## config.mk

```make
export PLATFORM = sky130hd
export DESIGN_NAME = count_display_driver
export DESIGN_NICKNAME = d
export VERILOG_FILES = /design/src/rtl/count_display_driver.sv
export SDC_FILE = /design/constraint.sdc
export NUM_CORES = 1
export LEC_CHECK = 0
export CELL_PAD_IN_SITES_DETAIL_PLACEMENT = 0
export CELL_PAD_IN_SITES_GLOBAL_PLACEMENT = 1
export CORE_ASPECT_RATIO = 2
export CORE_MARGIN = 3
export CORE_UTILIZATION = 47
export CTS_CLUSTER_DIAMETER = 120
export DETAILED_ROUTE_END_ITERATION = 12
export PLACE_DENSITY = 0.95
export SLEW_MARGIN = 20
export SYNTH_ARGS = -nofsm -noshare
export SYNTH_HDL_FRONTEND = slang
export SYNTH_SLANG_ARGS = --single-unit
```

## constraint.sdc

```tcl
create_clock -name clk -period 7.1 [get_ports clk]
set_clock_uncertainty 0.15 [all_clocks]
set_input_delay 1.42 -clock clk [delete_from_list [all_inputs] [get_ports clk]]
set_output_delay 1.42 -clock clk [all_outputs]
set_load 0.01 [all_outputs]
```

## src/rtl/count_display_driver.sv

```systemverilog
// Binary-to-BCD converter (serial double dabble) driving a multiplexed 7-segment display.
// Optional macro COUNT_DISP_BLANK_EN blanks leading zero digits above digit 0.

module count_display_driver_add3 (
  input  logic [3:0] d,
  output logic [3:0] q
);
  assign q = (d >= 4'd5) ? d + 4'd3 : d;
endmodule

module count_display_driver #(
  parameter int N           = 16,
  parameter int DIGITS      = 5,
  parameter int REFRESH_DIV = 100000
) (
  input  logic                  clk,
  input  logic                  reset,
  input  logic [N-1:0]          count,
  input  logic                  valid,
  output logic                  busy,
  output logic                  done,
  output logic [4*DIGITS-1:0]   bcd,
  output logic [DIGITS-1:0]     anodes,
  output logic [6:0]            segments
);
  localparam int BW     = 4*DIGITS;
  localparam int ITER_W = $clog2(N);
  localparam int REF_W  = $clog2(REFRESH_DIV);
  localparam int IDX_W  = (DIGITS > 1) ? $clog2(DIGITS) : 1;

  function automatic longint unsigned pow10(input int d);
    longint unsigned r = 1;
    for (int i = 0; i < d; i++) r = r * 10;
    return r;
  endfunction

  localparam longint unsigned MAX_CNT = (64'd1 << N) - 64'd1;

  if (N < 4 || N > 20) begin : g_bad_n
    $error("count_display_driver: N must be 4..20");
  end
  if (pow10(DIGITS) <= MAX_CNT) begin : g_bad_digits
    $error("count_display_driver: DIGITS too small to hold 2^N-1");
  end
  if (REFRESH_DIV < 2) begin : g_bad_div
    $error("count_display_driver: REFRESH_DIV must be >= 2");
  end

  typedef enum logic {IDLE, CONVERT} state_t;
  state_t state, state_nxt;

  logic [N-1:0]      work_bin, nxt_bin, start_val, pend_val;
  logic [BW-1:0]     work_bcd, nxt_bcd, adj;
  logic [ITER_W-1:0] iter;
  logic              pend_vld, start, last_iter;

  // One add-3 cell per BCD digit; the shift happens after adjustment.
  for (genvar i = 0; i < DIGITS; i++) begin : g_cell
    count_display_driver_add3 u_add3 (
      .d (work_bcd[4*i +: 4]),
      .q (adj[4*i +: 4])
    );
  end

  assign nxt_bcd   = BW'({adj, work_bin[N-1]});
  assign nxt_bin   = {work_bin[N-2:0], 1'b0};
  assign last_iter = (state == CONVERT) && (iter == ITER_W'(N-1));
  assign busy      = (state == CONVERT);

  always_ff @(posedge clk) begin
    if (!reset) state <= IDLE;
    else        state <= state_nxt;
  end

  // A fresh valid on the final edge is newer than anything pending, so it wins.
  always_comb begin
    state_nxt = state;
    start     = 1'b0;
    start_val = count;
    case (state)
      IDLE: if (valid) begin
        start     = 1'b1;
        state_nxt = CONVERT;
      end
      CONVERT: if (last_iter) begin
        if (valid) begin
          start = 1'b1;
        end else if (pend_vld) begin
          start     = 1'b1;
          start_val = pend_val;
        end else begin
          state_nxt = IDLE;
        end
      end
      default: state_nxt = IDLE;
    endcase
  end

  always_ff @(posedge clk) begin
    if (!reset) begin
      done     <= 1'b0;
      bcd      <= '0;
      pend_vld <= 1'b0;
      pend_val <= '0;
      work_bin <= '0;
      work_bcd <= '0;
      iter     <= '0;
    end else begin
      done <= last_iter;
      if (last_iter) bcd <= nxt_bcd;
      if (start) begin
        work_bin <= start_val;
        work_bcd <= '0;
        iter     <= '0;
      end else if (state == CONVERT) begin
        work_bin <= nxt_bin;
        work_bcd <= nxt_bcd;
        iter     <= iter + ITER_W'(1);
      end
      if (last_iter) begin
        pend_vld <= 1'b0;
      end else if (state == CONVERT && valid) begin
        pend_vld <= 1'b1;
        pend_val <= count;
      end
    end
  end

  // Display scan
  logic [REF_W-1:0]             refresh_cnt;
  logic [IDX_W-1:0]             idx;
  logic [DIGITS-1:0][3:0]       digs;
  logic [3:0]                   cur;
  logic [6:0]                   seg_dec;

  always_ff @(posedge clk) begin
    if (!reset) begin
      refresh_cnt <= '0;
      idx         <= '0;
    end else if (refresh_cnt == REF_W'(REFRESH_DIV-1)) begin
      refresh_cnt <= '0;
      idx         <= (idx == IDX_W'(DIGITS-1)) ? '0 : idx + IDX_W'(1);
    end else begin
      refresh_cnt <= refresh_cnt + REF_W'(1);
    end
  end

  assign digs   = bcd;
  assign cur    = digs[idx];
  assign anodes = ~(DIGITS'(1) << idx);

  always_comb begin
    seg_dec = 7'b1111111;
    case (cur)
      4'd0: seg_dec = 7'b1000000;
      4'd1: seg_dec = 7'b1111001;
      4'd2: seg_dec = 7'b0100100;
      4'd3: seg_dec = 7'b0110000;
      4'd4: seg_dec = 7'b0011001;
      4'd5: seg_dec = 7'b0010010;
      4'd6: seg_dec = 7'b0000010;
      4'd7: seg_dec = 7'b1111000;
      4'd8: seg_dec = 7'b0000000;
      4'd9: seg_dec = 7'b0010000;
      default: seg_dec = 7'b1111111;
    endcase
  end

`ifdef COUNT_DISP_BLANK_EN
  logic [DIGITS-1:0] blank;
  assign blank[0] = 1'b0;
  for (genvar i = 1; i < DIGITS; i++) begin : g_blank
    assign blank[i] = (bcd[BW-1:4*i] == '0);
  end
  assign segments = blank[idx] ? 7'b1111111 : seg_dec;
`else
  assign segments = seg_dec;
`endif

endmodule

```

# Word-level counts from Yosys, hierarchy flattened
# Memory sizes are Yosys's and may differ from the RTL's.
# Cells that the tools add are included.
# op_classes
n_addsub	8
magnitude_cmp	6
n_eq_ne	3
shifts	1
muxes	21
bitwise_logic	4
reduce_logical	7
# ops
cell	n
$mux 16	6
$ge 4x3->1 const B	5
$mux 4	5
$add 17x1->17 const B	1
$eq 17x17->1 const B	1
$add 4x2->4 const B	4
$bmux 4 s3	1
$mux 3	2
$reduce_or 2->1	3
$mux 1	5
$not 5->5	1
$shl 1x3->5 const A	1
$add 4x1->4 const B	1
$eq 4x4->1 const B	1
$lt 3x4->1 const B	1
$pmux 1 s2	2
$add 3x1->3 const B	1
$add 3x2->3 const B	1
$eq 3x3->1 const B	1
$not 1->1	3
$logic_and 1x1->1	2
$reduce_and 2->1	1
$reduce_bool 2->1	1
# word_totals
reg_bits	99
romBits	112
in_bits	19
out_inout_bits	34
word_cells	61
n_memories	1
# mem_list
name	words	word_bits	rd	rd_ports_with_merged_regs	wr	line_no	source
(no name shown)	16	7	1	0	0	154	case (cur)

# Longest topological paths before layout
# depth
ltp_word	5
ltp_mapped	8
ltp_nobuf	7

# Modules after synthesis
# A second synthesis with hierarchy kept.
# unflattened
hier_cells	586
hier_area_um2	5079.9
# by_module_without_submodules
mod	instances	cells_each	area_each_um2	seq_area_each_um2
count_display_driver	1	506	4573.1	1981.9
count_display_driver_add3	5	16	101.3	0.0

# Worst setup path after synthesis
# Ideal clock, no wire load.
# synth_timing
kind	reg-to-output
from	register idx[0]
to	output port segments[3]
t_arrival_ps	1973
required_ps	5530
setup_slack_ps	3557
path_stages_with_launch	6
n_path_buf	1
path_cell_list	dfxtp_1 > buf_4 > mux4_2 > a21boi_0 > ha_1 > a22oi_1
# synth_between
elab_chain_cells	3
# synth_lines
element	line_no	source
start: declaration	131	logic [IDX_W-1:0] idx;
start signal: assignment	142	idx <= (idx == IDX_W'(DIGITS-1)) ? '0 : idx + IDX_W'(1);
$bmux 4 s3	149	assign cur = digs[idx];
$mux 4 (implied by the code)	149	
$mem_v2 16x7	n/a	
end: declaration	24	output logic [6:0] segments
# No other way between the ends. The select of a mux whose other input is x is not followed.

# Worst setup path after layout
# layout_timing
from	register idx[0]
to	output port segments[0]
# The elaborated chain is that of the path after synthesis.

==> summary.md <==
| Metric | Value |
|---|---|
| Maximum number of pins on one net before global-route repair | 63 |
| Final period util | 0.679 |
| Post-synth EDFFs | 0 |
| I/O Buffers | 52 |
| Antenna viol nets, final | 0 |
| Status | completed |
| Pre-antenna DRT Iters | 4 |
| Syn Nets | 610 |
| Wirelength per Cell | 15.4 microns |
| Net Sw Frac | 0.240 |
| Setup ws final | 2.28 ns |
| # IOs | 53 |
| Total grt overflow | 0 |
| CTS root buf | clkbuf_16 |
| # hold bufs at CTS | 0 |
| Gr usage total | 0.200 |
| Clk pwr share | 0.404 |
| Die Wd | 79.1 microns |
| Crit path capture type | output port |
| First-pass GRT wire length | 19400 microns |
| WP data arrival | 3.25 ns |
| Number of global-route vias before repair | 4088 |
| Row cnt | 52 |
| Seq cells post-synth | 99 |
| Final Max Slew Viols | 0 |
| Peak VDD IR | 0.162 mV |
| M3 GR Usage | 0.0385 |
| Maxcap violations | 0 |
| H-Tree Depth | 3 |
| Total power | 1130 uW |
| Post-CTS Setup Inserts | 0 |
| Top_reg_cell synth | dfxtp_1 |
| Clk sinks | 99 |
| Initial Util | 0.489 |
| Hpwl dp | 8250 microns |
| # setup viols final | 0 |
| Mapped Area | 5030 sq um |
| Tmin final | 4.82 ns |
| Internal power | 857 uW |
| Vias per cell | 5.44 |
| Die area | 12000 sq um |
| Max_slew headroom | 0.277 |
| Startpoint types | flip-flop |
| Worst Setup Slack post-DPL | 2.71 ns |
| Fill count | 969 |
| Power density cells | 192 nW/um^2 |
| Setup TNS | 0 ns |
| CTS Buf Count | 9 |
| DRT Wirelength | 11500 microns |
| Flop pwr share | 0.516 |
| TritonCTS clock tree | done |
| CP Max Fanout | 11 |
| Combinational share of power | 0.081 |
| Achievable frequency | 207 MHz |
| Final hold slack | 0.306 ns |
| Worst-Skew Late Latency | 0.35 ns |
| Layer with the highest usage | met2 |
| Final GP Congestion | 0.784 |
| Diodes inserted | 0 |
| Psw | 271 uW |
| Path category of the worst min-delay check | flip-flop to flip-flop |
| Die height | 152 microns |
| Register area share after synthesis | 0.394 |
| Met2 Usage GRT | 0.370 |
| Reg2reg setup slack | 4.38 ns |
| Initial antenna violation count | 0 |
| Crit Path Category | flip-flop to output port |
| Via count | 4056 |
| Count of cell types in the netlist | 50 |
| Layout area overhead | 17.1% |
| Met1 Use GR | 0.215 |
| Worst-path clk slew | 0.07 ns |
| Leak | 0.00220 uW |
| Async set-or-reset flop fraction in the synthesized netlist | 0 |
| # DRC | 0 |
| Share of cells above drive strength 1 | 0.0900 |
| Cts repair resizes | 0 |
| Initial DRC count | 174 |
| Hold Violations, Final | 0 |
| Unrepaired setup endpoints after global routing | no |
| Synth warn | 0 |
| Tightest Pin Transition | 1.08 ns |
| Cells after Synth | 569 |
| Final #Nets | 647 |
| Core Footprint | 10300 sq um |
| Critical Path RT | 5.53 ns |
| CTS Buffer Depth | 2 |
| Syn avg cell area | 8.83 sq um |
==> cell usage in the layout (no fill, tap or decap), types with 3 or more instances in the layout <==
cell type,n
or2_2,3
buf_4,5
a21oi_1,19
mux2_2,3
clkdlybuf4s50_1,51
nor3b_1,5
a31o_2,6
dfxtp_1,99
a21boi_1,5
xor2_1,11
a31o_1,10
clkinvlp_4,3
a211oi_2,10
mux2i_1,37
inv_1,19
nand3_1,22
clkbuf_16,9
xnor2_1,12
o21ai_0,9
nand2_1,91
a21boi_0,26
a2bb2oi_1,3
ha_1,22
nand4_1,5
a211oi_1,9
o211a_1,9
nand2b_1,8
a22oi_1,3
nor3_1,3
nor2_1,62
==> routing by layer <==
| layer | vias up | share of wire | routed length [microns] |
|---|---|---|---|
| li1 | 2047 | - | - |
| met4 | 0 | 0.035 | 401 |
| met3 | 28 | 0.028 | 320 |
| met2 | 68 | 0.55 | 6350 |
| met5 | - | 0 | 0 |
| met1 | 1913 | 0.38 | 4400 |
==> power groups by stage <==
| stage | Sequential [uW] | Combinational, uW | Clock (uW) |
|---|---|---|---|
| 4_1_cts | 582 | 92.1 | 465 |
| 3_3_place_gp | 593 | 87.8 | 0 |
| 2_1_floorplan | 592 | 66.6 | 0 |
| 5_1_grt | 584 | 102 | 492 |
| 3_5_place_dp | 594 | 91.6 | 0 |
| 6_report | 582 | 91.1 | 456 |
==> layout make-up <==
| cell class | instances | area [sq um] | share of cell area |
|---|---|---|---|
| multi-input cells | 420 | 2830 | 0.481 |
| flip-flops and latches | 99 | 1980 | 0.337 |
| repair buffers | 57 | 553 | 0.0939 |
| clock buffers | 10 | 239 | 0.0406 |
| well taps | 135 | 169 | 0.0287 |
| inverters | 19 | 71.3 | 0.0121 |
| clock inverters | 6 | 41.3 | 0.00701 |
==> sequential cells by signal (all words and copies together), names as in the netlist <==
signal and flops:
busy 1, pend_vld 1, work_bcd 20, idx 3, done 1, work_bin 16
refresh_cnt 17, bcd 20, iter 4, pend_val 16
==> synthesized netlist by cell type (all sizes together) (2+ instances only) <==
| master | n | area, sq um |
|---|---|---|
| nand2 | 91 | 342 |
| o211a | 9 | 90.1 |
| nand3 | 23 | 128 |
| a21boi | 32 | 252 |
| dfxtp | 99 | 1980 |
| xor2 | 11 | 96.3 |
| inv | 19 | 71.3 |
| o21a | 2 | 15.0 |
| and3 | 3 | 20.0 |
| clkbuf | 17 | 63.8 |
| nor3b | 5 | 37.5 |
| a2bb2oi | 3 | 26.3 |
| nand2b | 8 | 50.1 |
| ha | 22 | 275 |
| nand4 | 5 | 31.3 |
| nor4 | 2 | 18.8 |
| nor2b | 2 | 12.5 |
| xnor2 | 12 | 105 |
| a21oi | 20 | 100 |
| or2 | 3 | 18.8 |
| nor3 | 5 | 41.3 |
| mux2i | 37 | 370 |
| a22oi | 3 | 22.5 |
| nor2 | 63 | 236 |
| a211oi | 19 | 193 |
| mux4 | 2 | 45.0 |
| buf | 14 | 83.8 |
| mux2 | 3 | 33.8 |
| and2 | 2 | 12.5 |
| o21ai | 10 | 50.0 |
| and4 | 2 | 17.5 |
| a31o | 16 | 140 |
==> kinds of logic after synthesis <==
group	after synthesis	synth area share
AOI/OAI and AO/OA	116	0.181
xor gates and xnor gates	23	0.0401
muxes	42	0.0894
DFF	99	0.394
and+or+nand+nor	217	0.197
adders and majority gates	22	0.0548
buffers and inverters	50	0.0436
==> worst max-delay path, cell delays in order, from the launching register on <==
cell and delay [ns]:
dfxtp_1 0.62, mux4_2 0.56, a21boi_0 0.54, inv_1 0.14, ha_1 0.22, mux2i_1 0.21
a2bb2oi_1 0.12, clkdlybuf4s50_1 0.50
==> through the flow <==
stage                     std cells   util  instance area, sq um
after floorplan                 569      -                  5030
after global placement          730  0.545                  5610
after detailed placement        730  0.545                  5610
after CTS                       746  0.573                  5890
after global routing            746  0.573                  5890
final                           746  0.573                  5890
==> path summary, 6_finish.rpt <==
check / from / depth (start not counted) / endpoint
min reg2reg: pend_val[7]$_SDFFE_PN0P_ / 2 / pend_val[7]$_SDFFE_PN0P_
min: pend_val[7]$_SDFFE_PN0P_ / 2 / pend_val[7]$_SDFFE_PN0P_
max: idx[0]$_SDFFE_PN0N_ / 7 / segments[0]
max reg2reg: busy$_SDFF_PN0_ / 6 / work_bin[0]$_SDFFE_PN0P_
Note: power is estimated with default switching activity, not from simulation.
